<file path="config.mk">
export PLATFORM = sky130hd
export DESIGN_NAME = dx_operand_stage
export DESIGN_NICKNAME = d
export VERILOG_FILES = /design/src/rtl/dx_operand_stage.sv
export SDC_FILE = /design/constraint.sdc
export NUM_CORES = 1
export LEC_CHECK = 0
export ABC_AREA = 1
export BUFFER_PORTS_ARGS = -buffer_cell sky130_fd_sc_hd__buf_2
export CORE_AREA = 2 2 167 169
export DETAILED_ROUTE_END_ITERATION = 10
export DIE_AREA = 0 0 169 171
export PLACE_DENSITY_LB_ADDON = 0.15
export SYNTH_ARGS = -nofsm -noshare
export SYNTH_HDL_FRONTEND = slang
export SYNTH_SLANG_ARGS = --single-unit
</file>
<file path="constraint.sdc">
create_clock -name clock -period 3.67 [get_ports clock]
set_input_delay 0.367 -clock clock [delete_from_list [all_inputs] [get_ports clock]]
set_output_delay 0.367 -clock clock [all_outputs]
set_load 0.02 [all_outputs]
</file>
<file path="src/rtl/dx_operand_stage.sv">
// dx_operand_stage: D/X pipeline latch plus operand-bypass front end for the
// execute-stage ALU. Latches the decoded instruction, PC and regfile data, then
// resolves ALU operands, opcode and shift amount from the latched instruction.
// Inserts one bubble into X when the instruction in D must wait for a producer.
//
// Build option: define DX_FORWARD_EN to enable the X/M and M/W bypass network.
// In that build only load-use hazards stall. Without it, operands always come
// from the latch, and any RAW hazard against X, X/M or M/W stalls D.
//
// There is no sequencing FSM in this block, so there is no state table. The
// only state is the X latch: a valid instruction or a bubble.

module dx_operand_stage (
   input  logic        clock,
   input  logic        reset,
   input  logic        stall,
   input  logic        flush,
   input  logic        d_valid,
   input  logic [31:0] d_insn,
   input  logic [31:0] d_pc,
   input  logic [31:0] d_regA,
   input  logic [31:0] d_regB,
   input  logic        xm_valid,
   input  logic [31:0] xm_insn,
   input  logic [31:0] xm_result,
   input  logic        mw_valid,
   input  logic [31:0] mw_insn,
   input  logic [31:0] mw_data,
   output logic        x_valid,
   output logic [31:0] x_insn,
   output logic [31:0] x_pc,
   output logic [31:0] x_operandA,
   output logic [31:0] x_operandB,
   output logic [31:0] x_store_data,
   output logic [4:0]  x_aluop,
   output logic [4:0]  x_shamt,
   output logic        load_use_stall
);

   localparam logic [4:0] OP_RTYPE = 5'b00000;
   localparam logic [4:0] OP_BNE   = 5'b00010;
   localparam logic [4:0] OP_JAL   = 5'b00011;
   localparam logic [4:0] OP_JR    = 5'b00100;
   localparam logic [4:0] OP_ADDI  = 5'b00101;
   localparam logic [4:0] OP_BLT   = 5'b00110;
   localparam logic [4:0] OP_SW    = 5'b00111;
   localparam logic [4:0] OP_LW    = 5'b01000;
   localparam logic [4:0] OP_SETX  = 5'b10101;
   localparam logic [4:0] OP_BEX   = 5'b10110;

   // A source index of 0 means "no source"; r0 reads as zero anyway.
   function automatic logic [4:0] src_a(input logic [31:0] insn);
      case (insn[31:27])
         OP_RTYPE, OP_ADDI, OP_LW, OP_SW: src_a = insn[21:17];
         OP_BNE, OP_BLT, OP_JR:           src_a = insn[26:22];
         OP_BEX:                          src_a = 5'd30;
         default:                         src_a = 5'd0;
      endcase
   endfunction

   function automatic logic [4:0] src_b(input logic [31:0] insn);
      case (insn[31:27])
         OP_RTYPE:       src_b = insn[16:12];
         OP_BNE, OP_BLT: src_b = insn[21:17];
         default:        src_b = 5'd0;
      endcase
   endfunction

   function automatic logic [4:0] src_st(input logic [31:0] insn);
      src_st = (insn[31:27] == OP_SW) ? insn[26:22] : 5'd0;
   endfunction

   // Overflow writes to r30 are not predicted; they show up later via M/W.
   function automatic logic [4:0] dest_of(input logic [31:0] insn);
      case (insn[31:27])
         OP_RTYPE, OP_ADDI, OP_LW: dest_of = insn[26:22];
         OP_JAL:                   dest_of = 5'd31;
         OP_SETX:                  dest_of = 5'd30;
         default:                  dest_of = 5'd0;
      endcase
   endfunction

   function automatic logic b_is_imm(input logic [31:0] insn);
      b_is_imm = (insn[31:27] == OP_ADDI) || (insn[31:27] == OP_LW) ||
                 (insn[31:27] == OP_SW);
   endfunction

`ifdef DX_FORWARD_EN
   // X/M wins over M/W. A load in X/M has no data yet, so it never forwards.
   function automatic logic [31:0] read_src(input logic [4:0]  src,
                                            input logic [31:0] latched,
                                            input logic        xm_ok,
                                            input logic [4:0]  xm_dst,
                                            input logic [31:0] xm_val,
                                            input logic        mw_ok,
                                            input logic [4:0]  mw_dst,
                                            input logic [31:0] mw_val);
      if (src == 5'd0)                     read_src = 32'd0;
      else if (xm_ok && (xm_dst == src))   read_src = xm_val;
      else if (mw_ok && (mw_dst == src))   read_src = mw_val;
      else                                 read_src = latched;
   endfunction
`else
   function automatic logic [31:0] read_src(input logic [4:0]  src,
                                            input logic [31:0] latched);
      read_src = (src == 5'd0) ? 32'd0 : latched;
   endfunction

   // Forwarded data is not consumed without the bypass network.
   logic unused_fwd_data;
   assign unused_fwd_data = ^{xm_result, mw_data};
`endif

   logic        x_valid_q, x_valid_d;
   logic [31:0] x_insn_q,  x_insn_d;
   logic [31:0] x_pc_q,    x_pc_d;
   logic [31:0] x_rega_q,  x_rega_d;
   logic [31:0] x_regb_q,  x_regb_d;

   logic [4:0]  d_sa, d_sb, d_ss;
   logic        hazard;

   // Hazard detection for the instruction waiting in D.
   always_comb begin
      d_sa   = src_a(d_insn);
      d_sb   = src_b(d_insn);
      d_ss   = src_st(d_insn);
      hazard = 1'b0;
`ifdef DX_FORWARD_EN
      if (x_valid_q && (x_insn_q[31:27] == OP_LW) && (x_insn_q[26:22] != 5'd0) &&
          ((x_insn_q[26:22] == d_sa) || (x_insn_q[26:22] == d_sb) ||
           (x_insn_q[26:22] == d_ss)))
         hazard = 1'b1;
`else
      for (int k = 0; k < 3; k++) begin
         logic [4:0] s;
         s = (k == 0) ? d_sa : ((k == 1) ? d_sb : d_ss);
         if ((s != 5'd0) &&
             ((x_valid_q && (dest_of(x_insn_q) == s)) ||
              (xm_valid  && (dest_of(xm_insn)  == s)) ||
              (mw_valid  && (dest_of(mw_insn)  == s))))
            hazard = 1'b1;
      end
`endif
      load_use_stall = d_valid && hazard;
   end

   // Next X latch contents: flush, then hold, then bubble, then capture.
   always_comb begin
      x_valid_d = x_valid_q;
      x_insn_d  = x_insn_q;
      x_pc_d    = x_pc_q;
      x_rega_d  = x_rega_q;
      x_regb_d  = x_regb_q;
      if (flush || (!stall && load_use_stall)) begin
         x_valid_d = 1'b0;
         x_insn_d  = 32'd0;
         x_pc_d    = 32'd0;
         x_rega_d  = 32'd0;
         x_regb_d  = 32'd0;
      end else if (!stall) begin
         x_valid_d = d_valid;
         x_insn_d  = d_insn;
         x_pc_d    = d_pc;
         x_rega_d  = d_regA;
         x_regb_d  = d_regB;
      end
   end

   // X latch with synchronous reset.
   always_ff @(posedge clock) begin
      if (reset) begin
         x_valid_q <= 1'b0;
         x_insn_q  <= 32'd0;
         x_pc_q    <= 32'd0;
         x_rega_q  <= 32'd0;
         x_regb_q  <= 32'd0;
      end else begin
         x_valid_q <= x_valid_d;
         x_insn_q  <= x_insn_d;
         x_pc_q    <= x_pc_d;
         x_rega_q  <= x_rega_d;
         x_regb_q  <= x_regb_d;
      end
   end

   // Operand selection and ALU control from the latched instruction.
   always_comb begin
      logic [4:0]  op;
      logic [31:0] imm_sext;
`ifdef DX_FORWARD_EN
      logic        xm_ok, mw_ok;
      logic [4:0]  xm_dst, mw_dst;
      xm_ok  = xm_valid && (xm_insn[31:27] != OP_LW);
      mw_ok  = mw_valid;
      xm_dst = dest_of(xm_insn);
      mw_dst = dest_of(mw_insn);
`endif
      op       = x_insn_q[31:27];
      imm_sext = {{15{x_insn_q[16]}}, x_insn_q[16:0]};
`ifdef DX_FORWARD_EN
      x_operandA   = read_src(src_a(x_insn_q), x_rega_q,
                              xm_ok, xm_dst, xm_result, mw_ok, mw_dst, mw_data);
      x_operandB   = b_is_imm(x_insn_q) ? imm_sext :
                     read_src(src_b(x_insn_q), x_regb_q,
                              xm_ok, xm_dst, xm_result, mw_ok, mw_dst, mw_data);
      x_store_data = read_src(src_st(x_insn_q), x_regb_q,
                              xm_ok, xm_dst, xm_result, mw_ok, mw_dst, mw_data);
`else
      x_operandA   = read_src(src_a(x_insn_q), x_rega_q);
      x_operandB   = b_is_imm(x_insn_q) ? imm_sext :
                     read_src(src_b(x_insn_q), x_regb_q);
      x_store_data = read_src(src_st(x_insn_q), x_regb_q);
`endif
      if (op == OP_RTYPE)                        x_aluop = x_insn_q[6:2];
      else if ((op == OP_BNE) || (op == OP_BLT)) x_aluop = 5'b00001;
      else                                       x_aluop = 5'b00000;
      x_shamt = (op == OP_RTYPE) ? x_insn_q[11:7] : 5'd0;
   end

   assign x_valid = x_valid_q;
   assign x_insn  = x_insn_q;
   assign x_pc    = x_pc_q;

endmodule

</file>
==> results of run 1 <==
## sequential cells by signal, summed over array words and instances, names as in the netlist
register	flops
x_valid	1
x_rega_q	32
x_pc	32
x_regb_q	32
x_insn	32
## where the power goes
part / switching [mW] / internal, mW / leakage, nW / total, mW
Sequential: 0.0265 / 1.46 / 1.05 / 1.49
Combinational: 0.553 / 0.288 / 3.90 / 0.841
Clock: 0.784 / 0.981 / 0.293 / 1.77
Total: 1.36 / 2.73 / 5.25 / 4.09
## layout by cell type (no fill, tap or decap), drive strengths merged, types with 4 or more instances in the layout
cell type and count:
buf 345, nor2 264, nand2 254, inv 151
dfxtp 129, o21ai 111, nand3 82, mux2i 37
clkbuf 17, o22ai 16, a21oi 11, nor3 10
nand4 5, clkinv 4
## layer usage
| metal | vias up | GRT usage (%) |
|---|---|---|
| li1 | 4117 | - |
| met1 | 3497 | 21.5 |
| met2 | 230 | 28.7 |
| met3 | 31 | 5.04 |
| met4 | 2 | 5.17 |
| met5 | - | 0 |
## worst reg2reg max path, stage by stage (launching register included)
cell and delay, ns:
dfxtp_1 0.36, nor2_1 0.25, nand4_1 0.24, o21ai_1 0.21, inv_2 0.14, nand2_1 0.19
inv_2 0.05, nand2_1 0.07, o21ai_1 0.06, nor2_1 0.10, nand3_1 0.10, nand3_2 0.08
nand2_2 0.08, nand2_2 0.08, nand2_2 0.08, nand2_8 0.27, buf_4 0.34, nor2_1 0.06
## area by class of cell
type	instances	area, µm²
inverters	143	537
clock inverters	15	185
multi-input cells	793	4560
flip-flops and latches	129	2580
fillers	3011	16800
repair buffers	345	1830
clock buffers	17	425
diodes	2	5.00
well taps	346	433
## final timing paths
check                             from                        end  slack [ns]  depth (start not counted)
max reg2reg    x_insn[31]$_SDFFE_PP0N_  x_regb_q[29]$_SDFFE_PP0N_        0.81                         17
min                         d_regA[11]  x_rega_q[11]$_SDFFE_PP0N_        0.19                          3
max            x_insn[31]$_SDFFE_PP0N_             load_use_stall        0.63                         14
min reg2reg  x_rega_q[11]$_SDFFE_PP0N_  x_rega_q[11]$_SDFFE_PP0N_        0.54                          4
## kinds of logic (layout without fill, tap and decap cells)
family                 count (synthesis)  count (layout)
buffers and inverters                197             520
other                                  0               2
muxes                                 37              37
DFF                                  129             129
and+or+nand+nor                      617             617
AOI/OAI and AO/OA                    139             139
==> results by group, run 1 <==
Detailed routing
  • Via density per instance: 4.40
  • WL met3: 1690 µm
  • Antenna Nets Post-Route: 0
  • Iteration-0 DRC count of the detailed router: 279
  • Max layer used: met5
  • Drt pass-1 iters: 5
  • Drt drc: 0
  • Vias post-DR: 7877
  • Met1 WL: 11300 µm
  • Routed length on met2: 11700 µm
  • Total wire length: 25200 µm
  • Avg WL per Cell: 14.1 µm

Setup path
  • Setup Crit Path Kind: register to primary output
  • Critical Path, Cell by Cell: nor2_1 -> nand4_1 -> o21ai_1 -> inv_2 -> nand2_1 -> inv_2 -> nand2_1 -> o21ai_1 -> nor2_1 -> nand3_1 -> nand3_2 -> nand2_2 -> a21oi_1 -> buf_2
  • CP Data Arrival Time: 2.67 ns
  • Crit path largest cell delay: 0.36 ns
  • CP Buf/Inv Count: 3
  • Worst Path Max Fanout: 11
  • Crit. End Element: primary output
  • Slowest CP cell: dfxtp_1
  • Worst Path Required: 3.30 ns
  • Critical Path Start Type: register
  • CP top delay family: simple AND/OR/NAND/NOR gates

Yosys
  • Adder-cell area share of the yosys netlist: 0%
  • Post-Synth XOR/XNOR Area: 0%
  • Most common cell in the netlist: nand2_1
  • Async SR Flop Fraction: 0%
  • Mapped Area: 8060 µm²
  • Post-synthesis sequential area ratio: 32.1%
  • Synth top area share: 32.1%
  • EDFF count, synth: 0
  • Syn Area/Cell: 7.20 µm²
  • Synth warn: 0
  • Seq cells post-synth: 129
  • Compound-gate portion of the synthesized area: 9.12%
  • Net count of the mapped netlist: 1382
  • Post-synth top cells: nand2_1 (233), nor2_1 (147), dfxtp_1 (129)
  • Mux share of post-synthesis cell area: 4.60%
  • Main combinational cell family by area after synthesis: simple AND/OR/NAND/NOR gates
  • Most used DFF post-synth: dfxtp_1
  • Yosys top cell by area: dfxtp_1
  • Synth Instances: 1119
  • Distinct cells, synth: 29
  • Post-synthesis simple-gate area fraction: 42.6%
  • Top post-synthesis cells by area: dfxtp_1 (32%), nor2_4 (15%), nand2_1 (11%)

Clock tree
  • # Post-CTS Setup Buffers: 0
  • Clk sink count: 129
  • Worst-Skew Late Latency: 0.43 ns
  • Number of H-tree levels: 4
  • CTS resizes: 0
  • CTS tree: done
  • Root Buffer: clkbuf_16
  • Cts hold-fix bufs: 0
  • Num CTS Buffers: 17
  • Clk slew on worst S/H paths: 0.07 ns
  • CTS max path bufs: 2

Status
  • Run status: finished, final reports clean

STA
  • Final max-slew violation count: 0
  • Setup_tns: 0 ns
  • Tightest Pin Transition: 0.795 ns
  • Minimum clock period: 3.04 ns
  • Rel. slew slack: 47.0%
  • Final Hold Viols: 0
  • Endpoints failing setup: 0
  • Fin worst setup slack: 0.630 ns
  • Fmax: 0.329 GHz
  • Hold WS: 0.193 ns
  • Crit share post-route: 82.8%
  • Post-route clock skew: 0.0254 ns
  • RSZ-0062 raised after global routing: no

Global route
  • Vias in the first global route: 7319
  • Largest net degree at the start of global routing: 92
  • Initial antenna violation count: 4
  • All-Layer GR Usage: 17.2%
  • First-pass GRT wire length: 39100 µm
  • Grt ovf: 0

Worst hold path
  • Type of the worst min-delay path: input port to register

Place
  • DP Area: 9940 µm²
  • Setup WS pre-CTS: 0.775 ns
  • PortBufs: 326
  • Placed Cells: 1756
  • HPWL Detailed: 19300 µm
  • Placer Congestion: 0.857

Finish
  • Syn-to-layout area delta: 31.1%
  • Core Util, Final: 38.6%
  • Layout cells sized above 1: 38.0%
  • Fin area: 10600 µm²
  • Non-Filler Instances: 1790
  • Final #Nets: 1692

Power and ir drop
  • Worst vdd ir: 0.229 mV
  • Pwr/cell area: 388 nW/µm²
  • LEAKAGE: 5.25 nW
  • Power Total: 4.09 mW

Floorplanning
  • Num rows: 61
  • Starting Density: 29.5%
  • Chip Width: 169 µm
  • Die Ht: 171 µm
  • Ports: 435
  • Die area: 28900 µm²
  • Core area: 27300 µm²

Flow run
  • Max Cap Violations: 0
Power figures use the tool's default switching activity.
==> run 2, diff against run 1 <==
- clock period: 3.67 -> 2.9 ns (I/O delays scaled with it)
==> results by group, run 2 (same netlist as run 1, synthesis figures left out) <==
Worst hold path
  • Hold depth: 3 (unchanged)
  • Type of the worst min-delay path: input port to register
  • Hold Startpoint: d_regA[15]

Setup path
  • WP depth: 15 (+1)
  • Slowest CP cell: dfxtp_1
  • Crit. End Element: primary output
  • R2R Path Start: x_insn[29]$_SDFFE_PP0N_
  • Crit path largest cell delay: 0.35 ns (about the same)
  • CP Data Arrival Time: 2.42 ns (-0.25 ns)
  • Worst Path Required: 2.61 ns (-0.69 ns)
  • Setup Crit Path Kind: register to primary output
  • CP Buf/Inv Count: 4 (+1)
  • CP top delay family: simple AND/OR/NAND/NOR gates
  • Critical path origin: x_insn[29]$_SDFFE_PP0N_
  • Most common cell on crit path: nand2_1
  • Critical Path, Cell by Cell: inv_1 -> nor2_2 -> nand2_1 -> o21ai_1 -> inv_2 -> nand2_2 -> inv_2 -> nand2_1 -> nand2_1 -> nor2_1 -> nand3_1 -> nand3_2 -> nand2_2 -> a21oi_1 -> buf_2
  • Reg2reg path depth: 20 (+3)
  • Critical Path Start Type: register
  • Worst Path Max Fanout: 11 (unchanged)

STA
  • Fmax: 0.369 GHz
  • Tightest Pin Transition: 0.527 ns (-0.268 ns)
  • Crit share post-route: 93.5%
  • Setup_tns: 0 ns (unchanged)
  • Final Hold Viols: 0 (unchanged)
  • Final max-slew violation count: 0 (unchanged)
  • Rel. slew slack: 64.6% (+18 points)
  • Post-route clock skew: 0.0151 ns (-0.0103 ns)
  • Fin worst setup slack: 0.188 ns (-0.442 ns)
  • Endpoints failing setup: 0 (unchanged)
  • Minimum clock period: 2.71 ns
  • Hold WS: 0.128 ns (-0.0643 ns)

Clock tree
  • Number of H-tree levels: 4 (unchanged)
  • Clk slew on worst S/H paths: 0.07 ns (about the same)
  • Worst-Skew Late Latency: 0.42 ns (about the same)
  • CTS max path bufs: 2 (unchanged)
  • Root Buffer: clkbuf_16
  • Cts hold-fix bufs: 0 (unchanged)
  • Clk sink count: 129 (unchanged)
  • Num CTS Buffers: 17 (unchanged)
  • CTS tree: done

Floorplanning
  • Die Ht: 171 µm (unchanged)
  • Die area: 28900 µm² (unchanged)
  • Core area: 27300 µm² (unchanged)
  • Ports: 435 (unchanged)
  • Starting Density: 29.5% (unchanged)
  • Num rows: 61 (unchanged)
  • Chip Width: 169 µm (unchanged)

Global route
  • Grt ovf: 0 (unchanged)
  • Initial antenna violation count: 2 (-2)
  • All-Layer GR Usage: 17.4% (+0.15 points)
  • First-pass GRT wire length: 39500 µm (+0.87%)
  • Vias in the first global route: 7168 (-2.1%)
  • Largest net degree at the start of global routing: 90 (-2.2%)

Detailed routing
  • Drt drc: 0 (unchanged)
  • Antenna Nets Post-Route: 0 (unchanged)
  • Iteration-0 DRC count of the detailed router: 408 (+46%)
  • Via density per instance: 4.43 (+0.58%)
  • Drt pass-1 iters: 5 (unchanged)
  • Avg WL per Cell: 14.3 µm (+1.8%)
  • Vias post-DR: 7940 (+0.80%)
  • Total wire length: 25700 µm (+2.0%)

Power and ir drop
  • Pwr/cell area: 503 nW/µm² (+30%)
  • LEAKAGE: 5.30 nW (+1.1%)
  • Worst vdd ir: 0.326 mV (+43%)

Finish
  • Diode count: 0 (-2)
  • Most common cell after layout, fill and taps aside: buf_2
  • Syn-to-layout area delta: 32.4%
  • Final #Nets: 1698 (+0.35%)
  • Layout cells sized above 1: 38.7% (+0.74 points)
  • Commonest non-fill, non-tap cells in the layout: buf_2 (325), nand2_1 (233), nor2_1 (145), dfxtp_1 (126), inv_1 (121)

Place
  • Setup WS pre-CTS: 0.265 ns (-0.510 ns)
  • HPWL Detailed: 19700 µm (+2.0%)
  • PortBufs: 326 (unchanged)
  • Placer Congestion: 0.878 (+2.5%)

Flow run
  • Max Cap Violations: 0 (unchanged)

Status
  • Run status: finished, final reports clean
-- run 2: cell types whose count changed in the layout (fill, tap and decap cells not counted), sizes merged --
cell,change
bufinv,+2
inv,+2
diode,-2
clkinv,-3
clkinvlp,-1
buf,+6
-- run 2: where the power goes --
| part | switching (mW) | internal [mW] |
|---|---|---|
| registers | 0.0334 | 1.85 |
| clock network | 0.991 | 1.41 |
| logic | 0.707 | 0.373 |
| total | 1.73 | 3.63 |
-- run 2: final cells by class --
cell class / count / area [µm²]
Timing Repair Buffer: 351 / 1890
Sequential cell: 129 / 2590
Clock buffer: 17 / 425
Multi-Input combinational cell: 793 / 4580
Tap cell: 346 / 433
Inverter: 143 / 537
Fill cell: 2979 / 16700
Clock inverter: 15 / 214
-- run 2: worst paths after layout --
| kind | endpoint | slack (ns) |
|---|---|---|
| setup / recovery | load_use_stall | 0.19 |
| hold / removal | x_rega_q[15]$_SDFFE_PP0N_ | 0.13 |
| hold reg to reg | x_rega_q[10]$_SDFFE_PP0N_ | 0.54 |
| setup reg to reg | x_regb_q[2]$_SDFFE_PP0N_ | 0.38 |
-- run 2: through the flow --
step	instances	util, %	total power, mW	cell area [µm²]
3_5_place_dp	1762	36.6	3.01	10000
2_1_floorplan	1119	-	2.67	8060
4_1_cts	1794	38.9	5.46	10600
3_3_place_gp	1762	36.6	3.00	10000
5_1_grt	1794	39.0	5.65	10700
6_report	1794	39.0	5.36	10700
-- run 2: worst reg2reg max path, stage by stage (launching register included) --
cell	delay, ns
dfxtp_1	0.35
inv_1	0.10
nor2_2	0.16
nand2_1	0.07
o21ai_1	0.19
inv_2	0.14
nand2_1	0.14
inv_2	0.05
nand2_1	0.05
nand2_1	0.05
nor2_1	0.08
nand3_1	0.09
nand2_1	0.08
nand2_1	0.05
nand2_1	0.07
inv_2	0.05
nand2_2	0.05
nand2_2	0.08
nand2_8	0.19
buf_12	0.31
nor2_4	0.08
-- run 2: what timing repair did --
item,4_1_cts,5_1_grt
setup endpoints to repair,0,4
buffers inserted,0,0
gates resized for setup,0,10
-- run 2: per-layer routing --
metal | wire length (µm) | vias up | global-route usage, %
met1 | 11700 | 3532 | 22.7
met3 | 1850 | 19 | 5.04
met5 | 13 | - | 0
met2 | 11900 | 253 | 28.3
met4 | 278 | 2 | 4.12
li1 | - | 4134 | -
==> run 3, diff against run 2 <==
- CORE_AREA: 2 2 167 169 -> 2 2 171 173
- DIE_AREA: 0 0 169 171 -> 0 0 173 175
==> results by group, run 3 (same netlist as run 1, synthesis figures left out) <==
Status
  • Run status: finished, final reports clean

STA
  • Minimum clock period: 2.66 ns (-0.0513 ns)
  • RSZ-0062 raised after global routing: no
  • Endpoints failing setup: 0 (unchanged)
  • Tightest Pin Transition: 0.612 ns (+0.0858 ns)
  • Setup_tns: 0 ns (unchanged)
  • Rel. slew slack: 59.2% (-5.4 points)
  • Hold WS: 0.120 ns (-0.00785 ns)
  • Final Hold Viols: 0 (unchanged)
  • Crit share post-route: 91.8% (-1.8 points)
  • Post-route clock skew: 0.0249 ns (+0.00974 ns)
  • Fmax: 0.376 GHz (+1.9%)
  • Final max-slew violation count: 0 (unchanged)

Floorplanning
  • Core area: 28400 µm² (+3.9%)
  • Die Ht: 175 µm (+2.3%)
  • Die area: 30300 µm² (+4.8%)
  • Ports: 435 (unchanged)
  • Starting Density: 28.4% (-1.1 points)
  • Num rows: 62 (+1.6%)
  • Chip Width: 173 µm (+2.4%)

Place
  • Placed Cells: 1806 (+2.5%)
  • Placer Congestion: 0.843 (-4.0%)
  • HPWL Detailed: 20100 µm (+2.2%)
  • PortBufs: 326 (unchanged)

Global route
  • First-pass GRT wire length: 41100 µm (+4.1%)
  • Vias in the first global route: 7537 (+5.1%)
  • Grt ovf: 0 (unchanged)
  • Initial antenna violation count: 5 (+3)
  • All-Layer GR Usage: 17.1% (-0.26 points)
  • Largest net degree at the start of global routing: 133 (+48%)

Clock tree
  • Clk slew on worst S/H paths: 0.07 ns (about the same)
  • Root Buffer: clkbuf_16
  • CTS max path bufs: 2 (unchanged)
  • Num CTS Buffers: 17 (unchanged)
  • Worst-Skew Late Latency: 0.42 ns (about the same)
  • Cts hold-fix bufs: 0 (unchanged)
  • Clk sink count: 129 (unchanged)
  • CTS tree: done
  • Number of H-tree levels: 4 (unchanged)

Setup path
  • Worst Path Required: 2.61 ns (about the same)
  • CP Data Arrival Time: 2.37 ns (-0.05 ns)
  • Reg2reg path depth: 19 (-5.0%)
  • Critical Path Start Type: register
  • Crit. End Element: primary output
  • Worst Path Max Fanout: 32 (+21)
  • Setup Crit Path Kind: register to primary output

Power and ir drop
  • Worst vdd ir: 0.316 mV (-3.1%)
  • Pwr/cell area: 488 nW/µm² (-2.8%)
  • LEAKAGE: 5.38 nW (+1.5%)

Detailed routing
  • Iteration-0 DRC count of the detailed router: 342 (-16%)
  • Total wire length: 26200 µm (+2.0%)
  • Antenna Nets Post-Route: 0 (unchanged)
  • Drt pass-1 iters: 4 (-1)
  • Drt drc: 0 (unchanged)
  • Vias post-DR: 7890 (-0.63%)
  • Via density per instance: 4.28 (-3.3%)
  • Avg WL per Cell: 14.2 µm (-0.79%)

Finish
  • Fillers: 3139 (+5.4%)
  • Layout cells sized above 1: 39.4% (+0.65 points)
  • Final #Nets: 1707 (+0.53%)
  • Syn-to-layout area delta: 35.1%
  • Most common cell after layout, fill and taps aside: buf_2
  • Commonest non-fill, non-tap cells in the layout: buf_2 (324), nand2_1 (231), nor2_1 (144), dfxtp_1 (126), inv_1 (120)
  • Non-Filler Instances: 1844 (+2.8%)

Worst hold path
  • Type of the worst min-delay path: input port to register
  • Hold depth: 3 (unchanged)

Flow run
  • Max Cap Violations: 0 (unchanged)
## run 3: cell count changes in the layout (fill, tap and decap cells not counted), moves of 2 or more
cell	change
buf_12	+8
buf_4	+3
nand2_2	+2
inv_6	-2
o21ai_1	-2
nand2_1	-2
dfxtp_2	-2
diode_2	+3
nor2_4	+2
dfxtp_4	+2
## run 3: layout make-up
| type | count | area [µm²] | share of cell area (%) |
|---|---|---|---|
| repair buffers | 360 | 2060 | 18.9 |
| clock buffers | 18 | 439 | 4.03 |
| well taps | 384 | 480 | 4.41 |
| diodes | 3 | 7.51 | 0.0689 |
| multi-input cells | 793 | 4590 | 42.1 |
| flip-flops and latches | 129 | 2590 | 23.8 |
| inverters | 143 | 537 | 4.93 |
| clock inverters | 14 | 186 | 1.71 |
## run 3: power by group
group | leakage, nW | internal [mW] | switching, mW
sequential | 1.06 | 1.85 | 0.0353
clock | 0.306 | 1.34 | 0.980
combinational | 4.02 | 0.396 | 0.713
## run 3: metrics by stage
stage	util [%]	instance area (µm²)	total power, mW	setup slack (ns)
2_1_floorplan	-	8060	2.67	0.496
3_3_place_gp	35.9	10200	3.03	0.234
3_5_place_dp	35.9	10200	3.04	0.221
4_1_cts	38.1	10800	5.42	0.00580
5_1_grt	38.3	10900	5.60	0.00654
6_report	38.3	10900	5.32	0.239
## run 3: metal layers
metal	part of all wire, %	track usage (%)	vias to the layer above
li1	-	-	4153
met1	45	21.5	3498
met2	47	28.4	221
met3	7.6	5.64	16
met4	1.0	3.88	2
met5	0.050	0	-
## run 3: path summary, 6_finish.rpt
path	from	endpoint	slack, ns
max	x_insn[28]$_SDFFE_PP0N_	x_operandA[26]	0.24
min	d_regA[16]	x_rega_q[16]$_SDFFE_PP0N_	0.12
max reg2reg	x_insn[28]$_SDFFE_PP0N_	x_insn[9]$_SDFFE_PP0N_	0.46
min reg2reg	x_rega_q[8]$_SDFFE_PP0N_	x_rega_q[8]$_SDFFE_PP0N_	0.54
## run 3: what timing repair did
item / in CTS / in global routing
resized for setup: 1 / 15
setup buffers: 0 / 3
setup endpoints to repair: 1 / 82
## run 3: worst max-delay path: stages (launching register included)
cell and delay, ns:
dfxtp_1 0.44, nor2_1 0.10, nand3_1 0.12, nand2_1 0.09, nor2_1 0.16, nand2_1 0.11
a221oi_4 0.22, buf_4 0.38, nor2_1 0.12, buf_2 0.18
